$ cat src/rtl/seg_pkg.sv
// Shared types and constants for the seven-segment display arbiter.
package seg_pkg;

    localparam int unsigned SEG_NUM_W                = 32;
    localparam int unsigned SEG_OWNER_W              = 3;
    localparam int unsigned SEG_DWELL_CYCLES_DEFAULT = 100000000;

    typedef enum logic {
        SEG_IDLE = 1'b0,
        SEG_SHOW = 1'b1
    } seg_state_e;

endpackage : seg_pkg

$ cat src/rtl/seg_rr_pick.sv
// Round-robin one-hot pick among requesters 1..NUM_REQ-1, starting at ptr.
module seg_rr_pick
    import seg_pkg::*;
#(
    parameter int unsigned NUM_REQ = 4
) (
    input  logic [NUM_REQ-1:1]     req,
    input  logic [SEG_OWNER_W-1:0] ptr,
    output logic [NUM_REQ-1:0]     grant
);

    logic found;

    // Walk NUM_REQ-1 slots from ptr, wrapping back to 1 (slot 0 is never round-robin).
    always_comb begin
        grant = '0;
        found = 1'b0;
        for (int k = 0; k < int'(NUM_REQ) - 1; k++) begin
            int idx;
            idx = int'(ptr) + k;
            if (idx >= int'(NUM_REQ)) begin
                idx = idx - (int'(NUM_REQ) - 1);
            end
            for (int j = 1; j < int'(NUM_REQ); j++) begin
                if (!found && (j == idx) && req[j]) begin
                    grant[j] = 1'b1;
                    found    = 1'b1;
                end
            end
        end
    end

endmodule : seg_rr_pick

$ cat src/rtl/seg_display_arbiter.sv
// Arbitrates which requester's number is shown on the seven-segment display,
// holding each grant for DWELL_CYCLES with requester 0 able to preempt others.
module seg_display_arbiter
    import seg_pkg::*;
#(
    parameter int unsigned NUM_REQ      = 4,
    parameter int unsigned DWELL_CYCLES = SEG_DWELL_CYCLES_DEFAULT
) (
    input  logic                                clk,
    input  logic                                rst,
    input  logic [NUM_REQ-1:0]                  req_valid,
    input  logic [NUM_REQ-1:0][SEG_NUM_W-1:0]   req_number,
    output logic [NUM_REQ-1:0]                  req_ready,
    input  logic [SEG_NUM_W-1:0]                idle_number,
    output logic [SEG_NUM_W-1:0]                number,
    output logic [SEG_OWNER_W-1:0]              owner,
    output logic                                owner_valid
);

    localparam int unsigned CNT_W = (DWELL_CYCLES > 1) ? $clog2(DWELL_CYCLES) : 1;

    seg_state_e              state;
    logic [CNT_W-1:0]        dwell_cnt;
    logic [SEG_OWNER_W-1:0]  rr_ptr;

    logic [NUM_REQ-1:0]      rr_grant;
    logic [NUM_REQ-1:0]      pick;
    logic                    dwell_last;
    logic                    opportunity;
    logic                    accept;
    logic [SEG_OWNER_W-1:0]  sel_idx;
    logic [SEG_NUM_W-1:0]    sel_number;
    logic [SEG_OWNER_W-1:0]  nxt_ptr;

    seg_rr_pick #(
        .NUM_REQ (NUM_REQ)
    ) u_rr_pick (
        .req   (req_valid[NUM_REQ-1:1]),
        .ptr   (rr_ptr),
        .grant (rr_grant)
    );

    // Grant opportunity and combinational ready; requester 0 always wins.
    always_comb begin
        dwell_last  = (dwell_cnt == CNT_W'(DWELL_CYCLES - 1));
        pick        = req_valid[0] ? NUM_REQ'(1) : rr_grant;
        opportunity = !rst && ((state == SEG_IDLE) ||
                               dwell_last ||
                               (req_valid[0] && (owner != '0)));
        req_ready   = opportunity ? pick : '0;
        accept      = |req_ready;
    end

    // Decode the winning index, its number and the next round-robin start.
    always_comb begin
        sel_idx    = '0;
        sel_number = '0;
        nxt_ptr    = rr_ptr;
        for (int i = 0; i < int'(NUM_REQ); i++) begin
            if (req_ready[i]) begin
                sel_idx    = SEG_OWNER_W'(i);
                sel_number = req_number[i];
                if (i != 0) begin
                    nxt_ptr = (i + 1 == int'(NUM_REQ)) ? SEG_OWNER_W'(1)
                                                       : SEG_OWNER_W'(i + 1);
                end
            end
        end
    end

    always_ff @(posedge clk) begin
        if (rst) begin
            state       <= SEG_IDLE;
            number      <= '0;
            owner       <= '0;
            owner_valid <= 1'b0;
            dwell_cnt   <= '0;
            rr_ptr      <= SEG_OWNER_W'(1);
        end else if (accept) begin
            state       <= SEG_SHOW;
            number      <= sel_number;
            owner       <= sel_idx;
            owner_valid <= 1'b1;
            dwell_cnt   <= '0;
            rr_ptr      <= nxt_ptr;
        end else begin
            case (state)
                SEG_IDLE: begin
                    number <= idle_number;
                end
                SEG_SHOW: begin
                    if (dwell_last) begin
                        state       <= SEG_IDLE;
                        owner       <= '0;
                        owner_valid <= 1'b0;
                        dwell_cnt   <= '0;
                    end else begin
                        dwell_cnt <= dwell_cnt + CNT_W'(1);
                    end
                end
                default: begin
                    state <= SEG_IDLE;
                end
            endcase
        end
    end

endmodule : seg_display_arbiter

$ cat config.mk
export PLATFORM = sky130hd
export DESIGN_NAME = seg_display_arbiter
export DESIGN_NICKNAME = d
export VERILOG_FILES = /design/src/rtl/seg_pkg.sv /design/src/rtl/seg_rr_pick.sv /design/src/rtl/seg_display_arbiter.sv
export SDC_FILE = /design/constraint.sdc
export NUM_CORES = 1
export LEC_CHECK = 0
export CAP_MARGIN = 25
export CORE_MARGIN = 2
export CORE_UTILIZATION = 35
export CTS_BUF_LIST = sky130_fd_sc_hd__clkbuf_2
export DETAILED_ROUTE_END_ITERATION = 7
export GPL_TIMING_DRIVEN = 0
export PLACE_DENSITY = 0.71
export SETUP_SLACK_MARGIN = 0.02
export SLEW_MARGIN = 0
export SYNTH_ARGS = -nofsm -noshare
export SYNTH_HDL_FRONTEND = slang
export SYNTH_SLANG_ARGS = --single-unit
$ cat constraint.sdc
create_clock -name clk -period 4.4 [get_ports clk]
set_clock_uncertainty 0.2 [all_clocks]
set_input_delay 0.88 -clock clk [delete_from_list [all_inputs] [get_ports clk]]
set_output_delay 0.88 -clock clk [all_outputs]
set_load 0.01 [all_outputs]
# Yosys cells after proc, flatten, opt, wreduce, memory -nomap -nowiden
# Index checks and enable logic that the tools add are counted.
[totals]
latch_bits = 0
out_inout_bits = 40
memories = 0
wordCells = 108
ram_bits = 0
register_bits = 67
inputBits = 166
romBits = 0
[classes]
div = 0
n_bitwise = 1
muxes = 43
mul = 0
order_cmp = 3
shifts = 0
n_addsub = 6
n_reduce_logical = 38
eq_ne = 11
[ops]
columns = ["operator", "count"]
rows = [
  ["two-way mux 32 bit", 9],
  ["equality test 3 x 32 -> 1 bit (first input constant)", 6],
  ["equality test 2 x 32 -> 1 bit (first input constant)", 3],
  ["greater-or-equal comparator 32 x 4 -> 1 bit (second input constant)", 2],
  ["subtractor 32 x 3 -> 32 bit (second input constant)", 2],
  ["adder 27 x 1 -> 27 bit (second input constant)", 1],
  ["equality test 27 bit (second input constant)", 1],
  ["two-way mux 27 bit", 1],
  ["two-way mux 3 bit", 8],
  ["two-way mux 1 bit", 23],
  ["logical AND 1 bit", 19],
  ["zero test 1 bit", 9],
  ["two-way mux 4 bit", 2],
  ["nonzero test 3 bit", 2],
  ["OR reduction 5 bit", 1],
  ["adder 3 x 1 -> 4 bit (second input constant)", 1],
  ["adder 3 x 2 -> 4 bit (second input constant)", 1],
  ["AND reduction 2 bit", 2],
  ["nonzero test 2 bit", 2],
  ["OR reduction 4 bit", 1],
  ["subtractor 3 x 2 -> 4 bit (second input constant)", 1],
  ["greater-or-equal comparator 3 bit (second input constant)", 1],
  ["logical OR 1 bit", 2],
  ["inequality test 2 x 1 -> 1 bit (second input constant)", 1],
  ["NOT 1 bit", 1],
]

# Depth between registers and ports, before layout
# Gate-level depths: netlist of run 1.
[logic_depth]
word_depth = 44
mapped_depth = 11
mapped_depth_nobuf = 10

# Modules after synthesis
# From an unflattened synthesis of run 1, not the netlist that was laid out.
[unflattened]
hier_cells = 523
hier_area_um2 = 4568.1
[by_module_without_submodules]
columns = ["mod", "area_each_um2", "seq_area_each_um2", "cells_each", "n_inst"]
rows = [
  ["seg_display_arbiter", 4124.0, 1301.2, 461, 1],
  ["seg_rr_pick", 444.2, 0.0, 62, 1],
]

# Worst setup path before layout of run 1
# OpenSTA, ideal clock, no wires.
[synth_path]
kind = "in2out"
from = "in req_valid[3]"
to = "out req_ready[2]"
n_path_buf = 1
path_slack_ps = 1499
cell_stages = 6
t_required_ps = 3320
t_arrival_ps = 1821
cell_sequence = "o2bb2ai_1 o31a_1 nor3_1 nand2_2 inv_2 buf_4"
[synth_via]
elab_chain_cells = 24
word_cells_on_any_way = 25
classes_between = "9 x mux; 16 x reduce/logical"
[synth_rtl]
columns = ["element", "line_no", "rtl"]
rows = [
  ["start: declaration", "seg_display_arbiter.sv:11", "input logic [NUM_REQ-1:0] req_valid,"],
  ["logical AND 1 bit", "seg_rr_pick.sv:25", "if (!found && (j == idx) && req[j]) begin"],
  ["two-way mux 1 bit", "seg_rr_pick.sv:25", ""],
  ["zero test 1 bit", "seg_rr_pick.sv:25", ""],
  ["logical AND 1 bit (2 in series)", "seg_rr_pick.sv:25", ""],
  ["two-way mux 1 bit", "seg_rr_pick.sv:25", ""],
  ["zero test 1 bit", "seg_rr_pick.sv:25", ""],
  ["logical AND 1 bit (2 in series)", "seg_rr_pick.sv:25", ""],
  ["two-way mux 1 bit", "seg_rr_pick.sv:25", ""],
  ["(+4 left out)", "n/a", ""],
  ["zero test 1 bit", "seg_rr_pick.sv:25", ""],
  ["logical AND 1 bit (2 in series)", "seg_rr_pick.sv:25", ""],
  ["two-way mux 1 bit", "seg_rr_pick.sv:25", ""],
  ["zero test 1 bit", "seg_rr_pick.sv:25", ""],
  ["logical AND 1 bit (2 in series)", "seg_rr_pick.sv:25", ""],
  ["two-way mux 1 bit *", "seg_rr_pick.sv:25", ""],
  ["two-way mux 4 bit *", "seg_display_arbiter.sv:46", "pick = req_valid[0] ? NUM_REQ'(1) : rr_grant;"],
  ["two-way mux 4 bit *", "seg_display_arbiter.sv:50", "req_ready = opportunity ? pick : '0;"],
  ["end: declaration", "seg_display_arbiter.sv:13", "output logic [NUM_REQ-1:0] req_ready,"],
]
# Mark *: on every way between the ends. The rest lies on a longest branch, timed or not.

# Worst setup path in the final report of run 1
[layout_path]
from = "in req_valid[2]"
to = "out req_ready[2]"
[layout_via]
elab_chain_cells = 28
word_cells_on_any_way = 30
classes_between = "11 x mux; 19 x reduce/logical"
[layout_rtl]
columns = ["element", "line_no"]
rows = [
  ["logical AND 1 bit", "seg_rr_pick.sv:25"],
  ["two-way mux 1 bit", "seg_rr_pick.sv:25"],
  ["zero test 1 bit", "seg_rr_pick.sv:25"],
  ["logical AND 1 bit (2 in series)", "seg_rr_pick.sv:25"],
  ["two-way mux 1 bit", "seg_rr_pick.sv:25"],
  ["zero test 1 bit", "seg_rr_pick.sv:25"],
  ["logical AND 1 bit (2 in series)", "seg_rr_pick.sv:25"],
  ["two-way mux 1 bit", "seg_rr_pick.sv:25"],
  ["(+8 left out)", "n/a"],
  ["zero test 1 bit", "seg_rr_pick.sv:25"],
  ["logical AND 1 bit (2 in series)", "seg_rr_pick.sv:25"],
  ["two-way mux 1 bit", "seg_rr_pick.sv:25"],
  ["zero test 1 bit", "seg_rr_pick.sv:25"],
  ["logical AND 1 bit (2 in series)", "seg_rr_pick.sv:25"],
  ["two-way mux 1 bit *", "seg_rr_pick.sv:25"],
  ["two-way mux 4 bit *", "seg_display_arbiter.sv:46"],
  ["two-way mux 4 bit *", "seg_display_arbiter.sv:50"],
]
# Marks and branches as above.

==> implementation parameters, run 1 <==
Parameter                              Value

Cells and area
  Commonest non-fill, non-tap cells in the layout    clkdlybuf4s50_1 (204), dfxtp_1 (65), a21oi_1 (39)
  Area overhead of the layout relative to synthesis    55.74%
  Post-layout net count    820
  Fraction of layout cells with a size suffix above 1    0.1376
  Most frequent standard cell in the layout excluding fill and tap cells    clkdlybuf4s50_1
  Core occupancy in the finished layout    0.5650
  Final-layout fill cell count    1026
  Antenna diode count    0
  Final cell count without fillers    797
  Cell area after layout    0.006534 mm2

Die
  Number of primary I/O pins    206
  Die outline height    113.5 um
  Initial Utilization    0.3628
  Die Width    113.5 um
  Number of standard-cell rows in the floorplan    39
  Total die area    0.01288 mm2
  Std-Cell Core Area    0.01156 mm2

Global route
  Global route total overflow    0
  Antenna violations before repair    0
  Maximum number of pins on one net before global-route repair    11
  GRT Total Usage    0.2508
  Wire length of the first global-routing pass    25130 um
  Vias in the first global route    4645

Logic synthesis
  Netlist Area Pre-Place    0.004195 mm2
  Share of flip-flops with an asynchronous set or reset after synthesis    0
  Number of warnings printed during yosys synthesis    0
  Number of different library cells in the post-synthesis netlist    53
  Avg Synthesized Cell Area    9.689 um2
  Number of flops mapped to enable cells by yosys    0
  Seq cells post-synth    65
  Sequential cell area fraction in the yosys report    0.3102
  Post-synth net total    603
  Top flip-flop cell by instance count after synthesis    dfxtp_1
  Post-synthesis cell count    433

STA
  Total negative slack for setup checks    0 ns
  Pin slew with the least headroom to its limit    0.8271 ns
  PnR worst setup slack    0.1757 ns
  Share of the clock period used by the worst path    0.9601
  Final min period    4.224 ns
  Max_slew headroom    0.4486
  Final number of max-transition violations    0
  Number of hold-slack violations in the final timing report    0
  Final-report setup violation count    0
  Highest achievable clock rate    236.7 MHz
  Unrepaired setup endpoints after global routing    false

Worst hold path
  Min-Delay Path Class    reg2reg

Outcome
  Outcome    complete, no violations

Worst setup path
  Maximum fanout along the worst path    10
  Crit path launch type    primary input
  Kind of end point of the critical path    output port
  Signal arrival time at the worst endpoint    3.14 ns
  Required time worst endpoint    3.32 ns
  Crit Path Class    in2out

Job
  Max Cap Viol    0

Pwr
  P_leak    2.352 nW
  Largest vdd supply drop    0.1519 mV
  Total power density per cell area    262.5 mW/mm2

Clock tree
  Clock tree from TritonCTS    yes
  Number of buffers between clock root and the deepest sink    2
  H-tree depth reported by CTS    3
  Cts hold-fix bufs    0
  Clock transition at the register clock pins on the worst setup and hold paths after CTS    0.21 ns
  Total clock buffers created by CTS    9
  Clock latency on the worst-skew pair    0.57 ns
  Cell chosen for the clock root    clkbuf_2
  Total clock sinks    65

Placed design
  Post-place setup slack    0.1255 ns
  Count of buffers from port buffering    204
  Post-detailed-placement cell area    0.006416 mm2
  Final HPWL DP    12980 um
  Final weighted congestion of routability-driven global placement    0.8978
  Placed cell count    780

Routing
  Routed vias/inst    5.595
  DR WL/cell    20.61 um
  First-pass iteration count of the detailed router    4
  Total routed wirelength    16430 um
  Number of violations reported at the end of detailed-routing iteration 0    287
  Post-route antenna net violation count    0
  Overall via count from detail_route    4459
  Number of remaining DRC errors    0
==> cell families after synthesis <==
group,share of synthesized area
XOR/XNOR,0.05010
AO/OA/AOI/OAI,0.3549
buffers and inverters,0.06502
adder cells (fa/ha/maj),0.01193
flip-flops,0.3102
AND/OR/NAND/NOR,0.1521
other,0.0008939
multiplexers,0.05488
==> cell type report <==
type                       count  area [um2]  area share
multi-input combinational    320        2621      0.4012
timing repair buffer         206        2057      0.3148
sequential                    65        1301      0.1992
buffer                        37       231.5     0.03543
tap                          143       178.9     0.02738
clock buffer                  10       50.05    0.007660
clock inverter                 5       47.55    0.007277
inverter                      11       46.29    0.007085
==> critical path, stage by stage <==
cell	delay (ns)
clkdlybuf4s50_1	0.53
inv_1	0.10
o31a_1	0.30
nor3_1	0.18
nand2_2	0.22
inv_4	0.18
buf_4	0.20
clkdlybuf4s50_1	0.55
==> metal layers <==
layer  up-vias  part of all wire  track usage
li1       2134                 -            -
met1      2134              0.42       0.3215
met2       173              0.49       0.4196
met3        18             0.071      0.06482
met4         0             0.017      0.06911
met5         -                 0            0
==> path summary, 6_finish.rpt <==
| kind | startpoint | to | slack [ns] | depth (start not counted) |
|---|---|---|---|---|
| hold reg to reg | owner[0] | owner[0] | 0.30 | 2 |
| hold / removal | owner[0] | owner[0] | 0.30 | 2 |
| setup / recovery | req_valid[2] | req_ready[2] | 0.18 | 8 |
| setup reg to reg | rr_ptr[0] | number[15] | 1.60 | 9 |
==> sequential cells by signal, summed over array words and instances, names as in the netlist <==
register,flops
number,32
owner_valid,1
rr_ptr,2
state,1
owner,2
dwell_cnt,27
==> synth_stat cells (all sizes together) (3+ instances only) <==
cell type | count | area share
nor2 | 34 | 0.034
o221ai | 9 | 0.022
a221o | 24 | 0.057
o21ai | 3 | 0.0089
dfxtp | 65 | 0.31
a22oi | 9 | 0.016
ha | 4 | 0.012
and4 | 5 | 0.011
and3 | 7 | 0.010
and2 | 10 | 0.015
nand2 | 15 | 0.014
clkbuf | 11 | 0.0098
nor3 | 6 | 0.0083
a221oi | 32 | 0.11
xor2 | 16 | 0.033
mux2i | 23 | 0.055
buf | 26 | 0.045
inv | 11 | 0.0098
xnor2 | 8 | 0.017
a21oi | 39 | 0.047
nand3 | 14 | 0.018
o31a | 3 | 0.0084
o211ai | 25 | 0.045
a22o | 10 | 0.021
nand4 | 7 | 0.016
==> what timing repair did <==
item                       4_1_cts  5_1_grt
buffers inserted                 0        2
setup endpoints to repair        0        2
resized for setup                0        2
==> power by group <==
group          leakage, nW  total, mW  internal, mW  switching (mW)
Clock               0.0666      0.360         0.125           0.235
Sequential           0.533      0.670         0.639          0.0308
Combinational         1.75      0.685         0.374           0.310
Total                 2.35       1.72          1.14           0.577
==> per-stage QoR <==
stage / total power [mW] / hold slack (ns)
2_1_floorplan: 1.024 / 0.2527
3_3_place_gp: 1.347 / 0.2644
3_5_place_dp: 1.360 / 0.2740
4_1_cts: 1.716 / 0.3004
5_1_grt: 1.798 / 0.3327
6_report: 1.715 / 0.2977
No activity file was read; power rests on OpenSTA's default activity.
==> run 2: changes to the inputs <==
CTS_BUF_LIST = not set   (was sky130_fd_sc_hd__clkbuf_2)
==> implementation parameters, run 2 (same netlist as run 1, synthesis figures left out) <==
Parameter                              Value

Cells and area
  Fraction of layout cells with a size suffix above 1    0.1365 (-0.001112)
  Top register by number of flip-flops    number
  Core occupancy in the finished layout    0.5807 (+0.01569)
  Number of flip-flops under the largest register name    32 (unchanged)
  Antenna diode count    0 (unchanged)
  Post-layout net count    818 (-0.24%)
  Regs by FF count    number: 32 flops, dwell_cnt: 27 flops
  Most frequent standard cell in the layout excluding fill and tap cells    clkdlybuf4s50_1
  Area overhead of the layout relative to synthesis    60.07%
  Commonest non-fill, non-tap cells in the layout    clkdlybuf4s50_1 (204), dfxtp_1 (65), a21oi_1 (39)

Global route
  Met1 capacity usage during global routing    0.3187 (-0.002740)
  Antenna violations before repair    0 (unchanged)
  GR Layer Usage met2    0.4196 (unchanged)
  Maximum number of pins on one net before global-route repair    11 (unchanged)
  Most Crowded Layer GR    met2
  Global routing met3 resource utilization    0.05579 (-0.009033)
  GRT Total Usage    0.2527 (+0.001880)
  Vias in the first global route    4653 (+0.17%)
  Global route total overflow    0 (unchanged)
  Wire length of the first global-routing pass    25170 um (+0.17%)

STA
  Max_slew headroom    0.4539 (+0.005297)
  Unrepaired setup endpoints after global routing    false
  Total negative slack for setup checks    0 ns (unchanged)
  Final number of max-transition violations    0 (unchanged)
  Highest achievable clock rate    235.9 MHz (-0.36%)
  Final min period    4.240 ns (+0.01537 ns)
  Final-report setup violation count    0 (unchanged)
  Pin slew with the least headroom to its limit    0.8192 ns (-0.007945 ns)
  Number of hold-slack violations in the final timing report    0 (unchanged)
  Share of the clock period used by the worst path    0.9636 (+0.003493)

Routing
  Post-route antenna net violation count    0 (unchanged)
  Number of violations reported at the end of detailed-routing iteration 0    261 (-9.1%)
  Total routed wirelength    16450 um (+0.10%)
  Number of remaining DRC errors    0 (unchanged)
  DR WL/cell    20.69 um (+0.36%)
  Routed vias/inst    5.672 (+1.4%)
  Overall via count from detail_route    4509 (+1.1%)
  First-pass iteration count of the detailed router    5 (+1)

Clock tree
  Number of buffers between clock root and the deepest sink    2 (unchanged)
  Clock tree from TritonCTS    yes
  Clock transition at the register clock pins on the worst setup and hold paths after CTS    0.05 ns (-0.16 ns)
  Cell chosen for the clock root    clkbuf_16
  H-tree depth reported by CTS    3 (unchanged)
  Total clock buffers created by CTS    9 (unchanged)
  Total clock sinks    65 (unchanged)
  Clock latency on the worst-skew pair    0.34 ns (-0.23 ns)
  Cts hold-fix bufs    0 (unchanged)

Worst setup path
  Maximum fanout along the worst path    10 (unchanged)
  Kind of end point of the critical path    output port
  Required time worst endpoint    3.32 ns (about the same)
  Worst reg2reg path startpoint    dwell_cnt[0]
  Internal reg-to-reg setup slack    1.59 ns (about the same)
  Crit path launch type    primary input
  Crit Path Class    in2out
  Destination of the worst register-to-register timing path    number[30]
  Signal arrival time at the worst endpoint    3.16 ns (+0.02 ns)
  Worst reg2reg path depth    9 (unchanged)

Die
  Std-Cell Core Area    0.01156 mm2 (unchanged)
  Number of primary I/O pins    206 (unchanged)
  Die Width    113.5 um (unchanged)
  Number of standard-cell rows in the floorplan    39 (unchanged)
  Total die area    0.01288 mm2 (unchanged)
  Die outline height    113.5 um (unchanged)
  Initial Utilization    0.3628 (unchanged)

Worst hold path
  Startpoint of the tightest hold check path    dwell_cnt[1]
  Min-Delay Path Class    reg2reg
  End point of the most critical hold path    dwell_cnt[1]
  Instance count along the most critical hold path    2 (unchanged)

Outcome
  Outcome    complete, no violations

Pwr
  Largest vdd supply drop    0.1868 mV (+23%)
  Total power density per cell area    310.7 mW/mm2 (+18%)
  P_leak    2.426 nW (+3.1%)

Job
  Max Cap Viol    0 (unchanged)

Placed design
  Final HPWL DP    12980 um (unchanged)
  Count of buffers from port buffering    204 (unchanged)
  Final weighted congestion of routability-driven global placement    0.8978 (unchanged)
run 2: stage by stage:
stage | cell area, um2 | cells | power [mW] | hold slack (ns) | setup slack (ns)
after detailed placement | 6416 | 780 | 1.360 | 0.2740 | 0.1255
after floorplan | 4195 | 433 | 1.024 | 0.2527 | 1.499
after CTS | 6713 | 795 | 2.094 | 0.2850 | 0.1183
after global placement | 6416 | 780 | 1.347 | 0.2644 | 0.1600
after global routing | 6715 | 795 | 2.172 | 0.3163 | 0.04917
final | 6715 | 795 | 2.086 | 0.2936 | 0.1603
run 2: timing repair:
action,CTS,global route
setup endpoints to repair,0,1
buffers inserted,0,0
resized for setup,0,1
run 2: cell type report:
class | instances | area (um2)
Sequential cell | 65 | 1301
Buffer | 37 | 231.5
Clock inverter | 3 | 40.04
Multi-Input combinational cell | 320 | 2621
Fill cell | 1005 | 4850
Timing Repair Buffer | 204 | 2042
Inverter | 11 | 43.79
Clock buffer | 12 | 256.5
Tap cell | 143 | 178.9
run 2: where the power goes:
group / total (mW) / switching (mW) / internal (mW) / leakage, nW
Clock: 0.733 / 0.268 / 0.465 / 0.148
Combinational: 0.683 / 0.310 / 0.373 / 1.74
Sequential: 0.671 / 0.0308 / 0.640 / 0.533
Total: 2.09 / 0.609 / 1.48 / 2.43
run 2: metal layers:
layer | vias to the layer above | share of wire
li1 | 2132 | -
met1 | 2154 | 0.42
met2 | 194 | 0.49
met3 | 29 | 0.067
met4 | 0 | 0.027
met5 | - | 0
run 2: how the worst max path moves through the flow:
stage | start | cells after the start | endpoint | slack, ns
2_1_floorplan | req_valid[3] | 6 | req_ready[2] | 1.50
6_report | req_valid[2] | 8 | req_ready[2] | 0.16
3_5_place_dp | req_valid[2] | 8 | req_ready[2] | 0.13
5_1_grt | req_valid[2] | 8 | req_ready[2] | 0.05
3_3_place_gp | req_valid[2] | 8 | req_ready[2] | 0.16
4_1_cts | req_valid[2] | 8 | req_ready[2] | 0.12
run 2: worst max-delay path: stages:
cell and delay, ns:
clkdlybuf4s50_1 0.54, inv_1 0.10, o31a_1 0.30, nor3_1 0.19, nand2_2 0.22, inv_4 0.19, buf_4 0.20, clkdlybuf4s50_1 0.55
